===== config.mk =====
export PLATFORM = sky130hd
export DESIGN_NAME = adc_capture_packer
export DESIGN_NICKNAME = d
export VERILOG_FILES = /design/src/rtl/adc_capture_pkg.sv /design/src/rtl/adc_interleaver.sv /design/src/rtl/adc_capture_packer.sv
export SDC_FILE = /design/constraint.sdc
export NUM_CORES = 1
export LEC_CHECK = 0
export BUFFER_PORTS_ARGS = -buffer_cell sky130_fd_sc_hd__buf_4
export CORE_MARGIN = 2
export CORE_UTILIZATION = 29
export DETAILED_ROUTE_END_ITERATION = 6
export SLEW_MARGIN = 20
export SYNTH_ARGS = -nofsm -noshare
export SYNTH_HDL_FRONTEND = slang
export SYNTH_SLANG_ARGS = --single-unit
export TNS_END_PERCENT = 5

===== constraint.sdc =====
create_clock -name clk -period 3.6 [get_ports clk]
set_clock_uncertainty 0.1 [all_clocks]
set_input_delay 0.36 -clock clk [delete_from_list [all_inputs] [get_ports clk]]
set_output_delay 0.36 -clock clk [all_outputs]
set_load 0.03 [all_outputs]

===== src/rtl/adc_capture_pkg.sv =====
// Shared constants for the ADC capture packer: FIFO word formatting modes
// and the channel-select width helper.
package adc_capture_pkg;

   typedef enum logic [1:0] {
      MODE_PARALLEL   = 2'd0,
      MODE_INTERLEAVE = 2'd1,
      MODE_COUNTER    = 2'd2,
      MODE_RESERVED   = 2'd3
   } mode_e;

   // A single-channel build still needs a one-bit select port.
   function automatic int ch_sel_width(input int num_ch);
      return (num_ch > 1) ? $clog2(num_ch) : 1;
   endfunction

endpackage


===== src/rtl/adc_interleaver.sv =====
// Slot shift-register assembler: packs NUM_CH consecutive samples of one
// channel into a word, earliest sample in the MSB slot.
module adc_interleaver
   import adc_capture_pkg::*;
#(
   parameter int  NUM_CH = 2,
   parameter int  ADC_W  = 10,
   localparam int OUT_W  = NUM_CH * ADC_W
) (
   input  logic             clk,
   input  logic             rst,
   input  logic             clear,
   input  logic             in_valid,
   input  logic [ADC_W-1:0] in_sample,
   output logic             out_valid,
   output logic [OUT_W-1:0] out_word
);

   generate
      if (NUM_CH == 1) begin : g_single
         assign out_valid = in_valid;
         assign out_word  = in_sample;
      end else begin : g_multi
         localparam int SW = ch_sel_width(NUM_CH);
         localparam logic [SW-1:0] LAST_SLOT = SW'(NUM_CH - 1);

         logic [SW-1:0]          slot_q, slot_d;
         logic [OUT_W-ADC_W-1:0] hold_q, hold_d;

         always_comb begin
            slot_d    = slot_q;
            hold_d    = hold_q;
            out_valid = 1'b0;
            out_word  = {hold_q, in_sample};
            if (clear) begin
               slot_d = '0;
               hold_d = '0;
            end else if (in_valid) begin
               // Older samples drift toward the MSBs as new ones arrive.
               hold_d = (OUT_W - ADC_W)'({hold_q, in_sample});
               if (slot_q == LAST_SLOT) begin
                  out_valid = 1'b1;
                  slot_d    = '0;
               end else begin
                  slot_d = slot_q + 1'b1;
               end
            end
         end

         always_ff @(posedge clk) begin
            if (rst) begin
               slot_q <= '0;
               hold_q <= '0;
            end else begin
               slot_q <= slot_d;
               hold_q <= hold_d;
            end
         end
      end
   endgenerate

endmodule


===== src/rtl/adc_capture_packer.sv =====
// ADC capture front end: registers the channel buses, decimates, formats
// FIFO words by mode and counts words dropped against a full FIFO.
module adc_capture_packer
   import adc_capture_pkg::*;
#(
   parameter int  NUM_CH = 2,
   parameter int  ADC_W  = 10,
   parameter int  CNT_W  = 16,
   localparam int OUT_W  = NUM_CH * ADC_W,
   localparam int CSW    = ch_sel_width(NUM_CH)
) (
   input  logic             clk,
   input  logic             rst,
   input  logic [OUT_W-1:0] adc_data,
   input  logic             enable,
   input  logic [1:0]       mode,
   input  logic [CSW-1:0]   ch_sel,
   input  logic [2:0]       decim_log2,
   input  logic             clr_ovf,
   input  logic             fifo_full,
   output logic [OUT_W-1:0] fifo_wdata,
   output logic             fifo_winc,
   output logic [CNT_W-1:0] overflow_cnt,
   output logic             overflow
);

   logic [OUT_W-1:0] s1_q;
   logic [1:0]       mode_q;
   logic [CSW-1:0]   ch_sel_q;
   logic [2:0]       decim_q;
   logic [6:0]       dec_cnt_q, dec_cnt_d;
   logic [OUT_W-1:0] pat_q, pat_d;
   logic             winc_q, winc_d;
   logic [OUT_W-1:0] wdata_q, wdata_d;
   logic [CNT_W-1:0] ovf_cnt_q, ovf_cnt_d;
   logic             ovf_q, ovf_d;

   logic             cfg_change, run, accept, produce, drop;
   logic [6:0]       dec_max;
   logic [OUT_W-1:0] word;
   logic [ADC_W-1:0] ch_arr [NUM_CH];
   logic [ADC_W-1:0] sel_sample;
   logic             ilv_valid;
   logic [OUT_W-1:0] ilv_word;

   generate
      for (genvar gi = 0; gi < NUM_CH; gi++) begin : g_ch
         assign ch_arr[gi] = s1_q[(NUM_CH-gi)*ADC_W-1 -: ADC_W];
      end
   endgenerate

   // Any config edit restarts decimation and slot filling; the edit cycle itself produces nothing.
   assign cfg_change = (mode != mode_q) || (ch_sel != ch_sel_q) || (decim_log2 != decim_q);
   assign run        = enable && !cfg_change && (mode_q != MODE_RESERVED);
   assign dec_max    = 7'((8'd1 << decim_q) - 8'd1);
   assign accept     = run && (dec_cnt_q == '0);
   assign sel_sample = (int'(ch_sel_q) < NUM_CH) ? ch_arr[ch_sel_q] : '0;

   adc_interleaver #(
      .NUM_CH (NUM_CH),
      .ADC_W  (ADC_W)
   ) u_ilv (
      .clk       (clk),
      .rst       (rst),
      .clear     (!run),
      .in_valid  (accept && (mode_q == MODE_INTERLEAVE)),
      .in_sample (sel_sample),
      .out_valid (ilv_valid),
      .out_word  (ilv_word)
   );

   always_comb begin
      produce   = 1'b0;
      word      = s1_q;
      dec_cnt_d = '0;
      if (run) begin
         dec_cnt_d = (dec_cnt_q >= dec_max) ? '0 : dec_cnt_q + 1'b1;
      end
      if (accept) begin
         case (mode_q)
            MODE_PARALLEL: begin
               produce = 1'b1;
               word    = s1_q;
            end
            MODE_INTERLEAVE: begin
               produce = ilv_valid;
               word    = ilv_word;
            end
            MODE_COUNTER: begin
               produce = 1'b1;
               word    = pat_q;
            end
            default: ;
         endcase
      end

      pat_d   = (produce && (mode_q == MODE_COUNTER)) ? pat_q + 1'b1 : pat_q;
      drop    = produce && fifo_full;
      winc_d  = produce && !fifo_full;
      wdata_d = winc_d ? word : wdata_q;

      ovf_cnt_d = ovf_cnt_q;
      ovf_d     = ovf_q;
      // A drop coinciding with a clear leaves a count of one.
      if (drop) begin
         ovf_d = 1'b1;
         if (clr_ovf) begin
            ovf_cnt_d = CNT_W'(1);
         end else if (ovf_cnt_q != '1) begin
            ovf_cnt_d = ovf_cnt_q + 1'b1;
         end
      end else if (clr_ovf) begin
         ovf_cnt_d = '0;
         ovf_d     = 1'b0;
      end
   end

   always_ff @(posedge clk) begin
      if (rst) begin
         s1_q      <= '0;
         mode_q    <= '0;
         ch_sel_q  <= '0;
         decim_q   <= '0;
         dec_cnt_q <= '0;
         pat_q     <= '0;
         winc_q    <= 1'b0;
         wdata_q   <= '0;
         ovf_cnt_q <= '0;
         ovf_q     <= 1'b0;
      end else begin
         s1_q      <= adc_data;
         mode_q    <= mode;
         ch_sel_q  <= ch_sel;
         decim_q   <= decim_log2;
         dec_cnt_q <= dec_cnt_d;
         pat_q     <= pat_d;
         winc_q    <= winc_d;
         wdata_q   <= wdata_d;
         ovf_cnt_q <= ovf_cnt_d;
         ovf_q     <= ovf_d;
      end
   end

   assign fifo_wdata   = wdata_q;
   assign fifo_winc    = winc_q;
   assign overflow_cnt = ovf_cnt_q;
   assign overflow     = ovf_q;

endmodule

# After elaboration in Yosys (flattened, before gate mapping)
# Index checks and enable logic that the tools add are counted.
# word_totals
inputBits	31
register_bits	102
word_cells	65
# op_classes
eq_ne	7
bitwise	2
n_shift	1
reduce_logical	19
n_mux	17
n_addsub	5
magnitude_cmp	2
# op_table
cell	count
$mux W16	4
$pmux W20 S2	1
$mux W10	3
$add A20 B1 Y20 const B	1
$mux W20	1
$add A16 B1 Y16 const B	1
$ne A16 B16 Y1 const B	1
$add A7 B1 Y7 const B	1
$ge A7 B7 Y1	1
$logic_and A1 B1 Y1	7
$logic_not A7 Y1	1
$mux W1	7
$shl A1 B3 Y7 const A	1
$sub A7 B1 Y7 const B	1
$reduce_bool A2 Y1	2
$reduce_or A2 Y1	2
$ne A3 B3 Y1	1
$reduce_or A3 Y1	1
$eq A2 B1 Y1 const B	1
$eq A2 B2 Y1 const B	1
$ge A2 B2 Y1 const B	1
$logic_not A1 Y1	2
$logic_not A2 Y1	1
$logic_or A1 B1 Y1	2
8 further kinds	8

# Longest topological paths before layout
# depth
ltp_word	15
mapped_depth	12

# By module
# Synthesis repeated with hierarchy kept, for this count alone.
# hier_totals
hier_cells	539
hier_area_um2	4984.8
# modules_own_cells
mod	seq_area_each_um2	cells_per_inst	instances	area_per_inst_um2
adc_capture_packer	1821.7	491	1	4503.1
adc_interleaver	220.2	48	1	481.7

# Worst setup path before layout
# No wires, ideal clock.
# synth_path
kind	register -> register
from	reg decim_q[0]
to	reg dec_cnt_q[2]
n_path_buf	2
arrival_ns	2.373
path_stages_with_launch	12
slack_ns	0.981
path_cell_list	dfxtp_1 > buf_6 > or3_1 > ha_1 > clkbuf_1 > xor2_1 > nor2_1 > a21oi_1 > ha_1 > o211ai_1 > nor3_1 > nor4_1
# synth_between
elab_chain_len	7
# synth_rtl
element	line	source
from (decl)	adc_capture_packer.sv:30	logic [2:0] decim_q;
from (signal assigned)	adc_capture_packer.sv:134	decim_q <= decim_log2;
parallel branches: the longest is 6 deep, another holds $sub A7 B1 Y7	n/a	
$reduce_or A3 Y1 (no source line) *	n/a	
to (signal assigned)	adc_capture_packer.sv:135	dec_cnt_q <= dec_cnt_d;
to (decl)	adc_capture_packer.sv:31	logic [6:0] dec_cnt_q, dec_cnt_d;
# Mark *: on every way between the ends.
# A chain may end at the register's enable or synchronous reset.

# Final worst setup path
# layout_path
from	reg decim_q[0]
to	reg dec_cnt_q[5]
# The elaborated chain is that of the path after synthesis.

==> run_results.csv <==
group,metric,value,unit
status,status,"finished, final reports clean",
floorplanning,die_w,135,um
setup_path,crit_arrival,2.99,ns
timing,finalSetupViolations,0,
setup_path,worst-setup-path-type,"flip-flop to flip-flop",
final_layout,drive_above_1_share,18.6,%
floorplanning,die_area,0.0183,mm2
timing,fin_crit_sh,80.4,%
cts,ctsResizeCount,0,
floorplanning,die_y,135,um
setup_path,cp_max_fo,7,
floorplanning,start_util,29.9,%
timing,final-hold-violation-count,0,
grt,grt_usage,13.7,%
synthesis,syn_nets,611,
synthesis,postSynthCellCount,564,
final_layout,area_delta_synth_final,19.4,%
synthesis,yosysWarnings,0,
placed_design,place_area,0.00567,mm2
setup_path,endpoint_kind,"flip-flop",
pwr,ir_drop,0.000249,V
synthesis,syn_area_per_cell,8.86,um2
min_path,hold_class,"input port to flip-flop",
placed_design,gp_congestion,0.809,
pwr,p_leak,2.11,nW
detailed_routing,vias_per_cell,5.11,
timing,tightest_slew,1.01,ns
timing,finalCriticalPeriod,2.89,ns
synthesis,synth-edff-count,0,
synthesis,ys_seq_elements,102,
cts,ctsHtreeMaxLevel,3,
cts,cts-hold-fix-buffers,0,
cts,cts_tree,"yes",
synthesis,yosysSeqAreaShare,40.9,%
cts,numCtsBuffers,9,
cts,cts_buffer_depth,2,
floorplanning,fp-row-count,47,
timing,fmax,0.346,GHz
synthesis,synth_top_cell_area_share,40.9,%
synthesis,async_flop_share,0,%
cts,clkSinkCount,102,
cts,clk_latency,0.36,ns
cts,path_clk_slew,0.08,ns
timing,rsz0062_at_grt,"false",
detailed_routing,drtIter0Drc,297,
grt,grt_overflow_total,0,
setup_path,startpoint_type,"flip-flop",
grt,grt_max_degree,80,
detailed_routing,wl_per_cell,14.5,um
job,cap_violations,0,
detailed_routing,drc,0,
floorplanning,core-area,0.0167,mm2
final_layout,stdcell_area,0.00597,mm2
detailed_routing,finalWirelength,12100,um
setup_path,max_stage_delay,0.64,ns
floorplanning,ios,69,
grt,grt_pass1_vias,4033,
setup_path,critPathRequiredTime,3.70,ns
synthesis,yosysUniqueCellTypes,52,
placed_design,dp_hpwl,8550,um
cts,cts-root-buf,"clkbuf_16",
detailed_routing,vias,4274,
timing,tns,0,ns
synthesis,yosys_most_used_dff,"dfxtp_1",
detailed_routing,firstDrtPassIters,4,
setup_path,ff2ff_path_depth,9,
min_path,hold_depth,2,
synthesis,yosys-top-cells-area,"dfxtp_1, nand2_1, a21oi_1",
placed_design,portBuffers,68,
grt,antenna_found_initial,0,
final_layout,fin_nets,659,
synthesis,syn-cell-area,0.00500,mm2
timing,drv_slew,0,
setup_path,cp_slowest_cell,"nor3_1",
final_layout,n_antenna_cell,0,
grt,grt_pass1_wl,20200,um
synthesis,synth_top_area_cell,"dfxtp_1",
cts,post_cts_buffers,0,
setup_path,path_cells,"or3_1 > ha_1 > nor3_1 > a21o_1 > a21oi_1 > ha_1 > o211ai_1 > nor3_1 > nor4_1",
timing,relSlewSlack,32.7,%
detailed_routing,ant_nets,0,
pwr,power.density,387,mW/mm2
[Yosys cell counts (all sizes together) (8+ instances only)]
cell,instances
nor4,13
ha,16
inv,12
nand4,11
dfxtp,102
a22oi,16
o21ai,15
o31ai,11
mux2i,18
clkbuf,22
o211ai,20
nor2b,30
or4,13
a21oi,48
mux2,8
nand2,67
xnor2,12
nor2,26
or3,21
buf,15
nand3,16
[worst max-delay path: cells and delay by family, from the launching register on]
kind | cells | cell delay [ns]
adders and majority gates | 2 | 0.58
DFF | 1 | 0.41
and+or+nand+nor | 4 | 1.40
AOI/OAI and AO/OA | 3 | 0.25
[worst paths after layout]
kind | end | slack (ns) | from
worst max-delay path | dec_cnt_q[5]$_SDFF_PP0_ | 0.71 | decim_q[0]$_SDFF_PP0_
worst min-delay path | ch_arr[1]$_SDFF_PP0_ | 0.10 | adc_data[1]
worst max register to register | dec_cnt_q[5]$_SDFF_PP0_ | 0.71 | decim_q[0]$_SDFF_PP0_
worst min register to register | fifo_wdata[1]$_SDFFE_PP0P_ | 0.36 | fifo_wdata[1]$_SDFFE_PP0P_
[layer usage]
| metal | global-route usage, % | share of wire, % | wire (um) |
|---|---|---|---|
| met4 | 5.15 | 1.2 | 149 |
| met1 | 18.9 | 49 | 6000 |
| met3 | 2.39 | 3.7 | 443 |
| met2 | 21.4 | 46 | 5540 |
| met5 | 0 | 0 | 0 |
[metrics by stage]
step	hold WS (ns)	utilization [%]	power, W	setup WS [ns]	cells
floorplan	0.339	-	0.00130	0.981	564
global placement	0.345	33.9	0.00136	0.825	821
detailed placement	0.347	33.9	0.00136	0.730	821
CTS	0.0962	35.7	0.00233	0.678	837
global route	0.0934	35.7	0.00241	0.389	837
finish	0.103	35.7	0.00231	0.707	837
[registers in the layout, summed over array words and instances, names as in the netlist, 2 cells and up]
name / count
fifo_wdata: 20
decim_q: 3
overflow_cnt: 16
dec_cnt_q: 7
pat_q: 20
ch_arr: 20
u_ilv.g_multi.hold_q: 10
mode_q: 2
[area by class of cell]
cell class	count	area [um2]
flip-flops and latches	102	2040
inverters	12	45.0
repair buffers	75	563
clock buffers	9	225
clock inverters	7	72.6
multi-input cells	412	2740
well taps	220	275
fillers	1726	10700
[where the power goes]
group | internal [W] | total, W | leakage, nW | switching [W]
Clock | 0.000493 | 0.000976 | 0.149 | 0.000484
Combinational | 0.0000788 | 0.000178 | 1.14 | 0.0000989
Sequential | 0.00114 | 0.00116 | 0.828 | 0.0000131
Total | 0.00171 | 0.00231 | 2.11 | 0.000596
[cells in the final DEF (no fill, tap or decap), types with 2 or more instances in the layout]
cell and instances:
dfxtp_1 102, buf_4 75, nand2_1 67, a21oi_1 48, nor2b_1 30, nor2_1 26
or3_1 21, o211ai_1 20, mux2i_1 18, a22oi_1 16, ha_1 16, nand3_1 14
or4_1 13, o21ai_0 13, inv_1 12, o31ai_1 11, nand4_1 10, xnor2_1 9
clkbuf_16 9, nor4_1 8, mux2_2 8, nor3_1 7, and3_1 7, nor4_2 5
xor2_1 4, a21o_1 4, a211oi_1 4, and2_1 4, and4_1 4, nand2b_1 3
inv_8 3, xnor2_4 2, a311o_1 2, o21ai_1 2
[logic make-up after synthesis]
family	Yosys count	synth area share [%]
XOR/XNOR	16	3.71
flip-flops	102	40.9
buffers and inverters	50	4.48
AND/OR/NAND/NOR	229	25.5
adder cells (fa/ha/maj)	16	4.01
AO/OA/AOI/OAI	125	16.0
multiplexers	26	5.41
No activity file was read; power rests on OpenSTA's default activity.
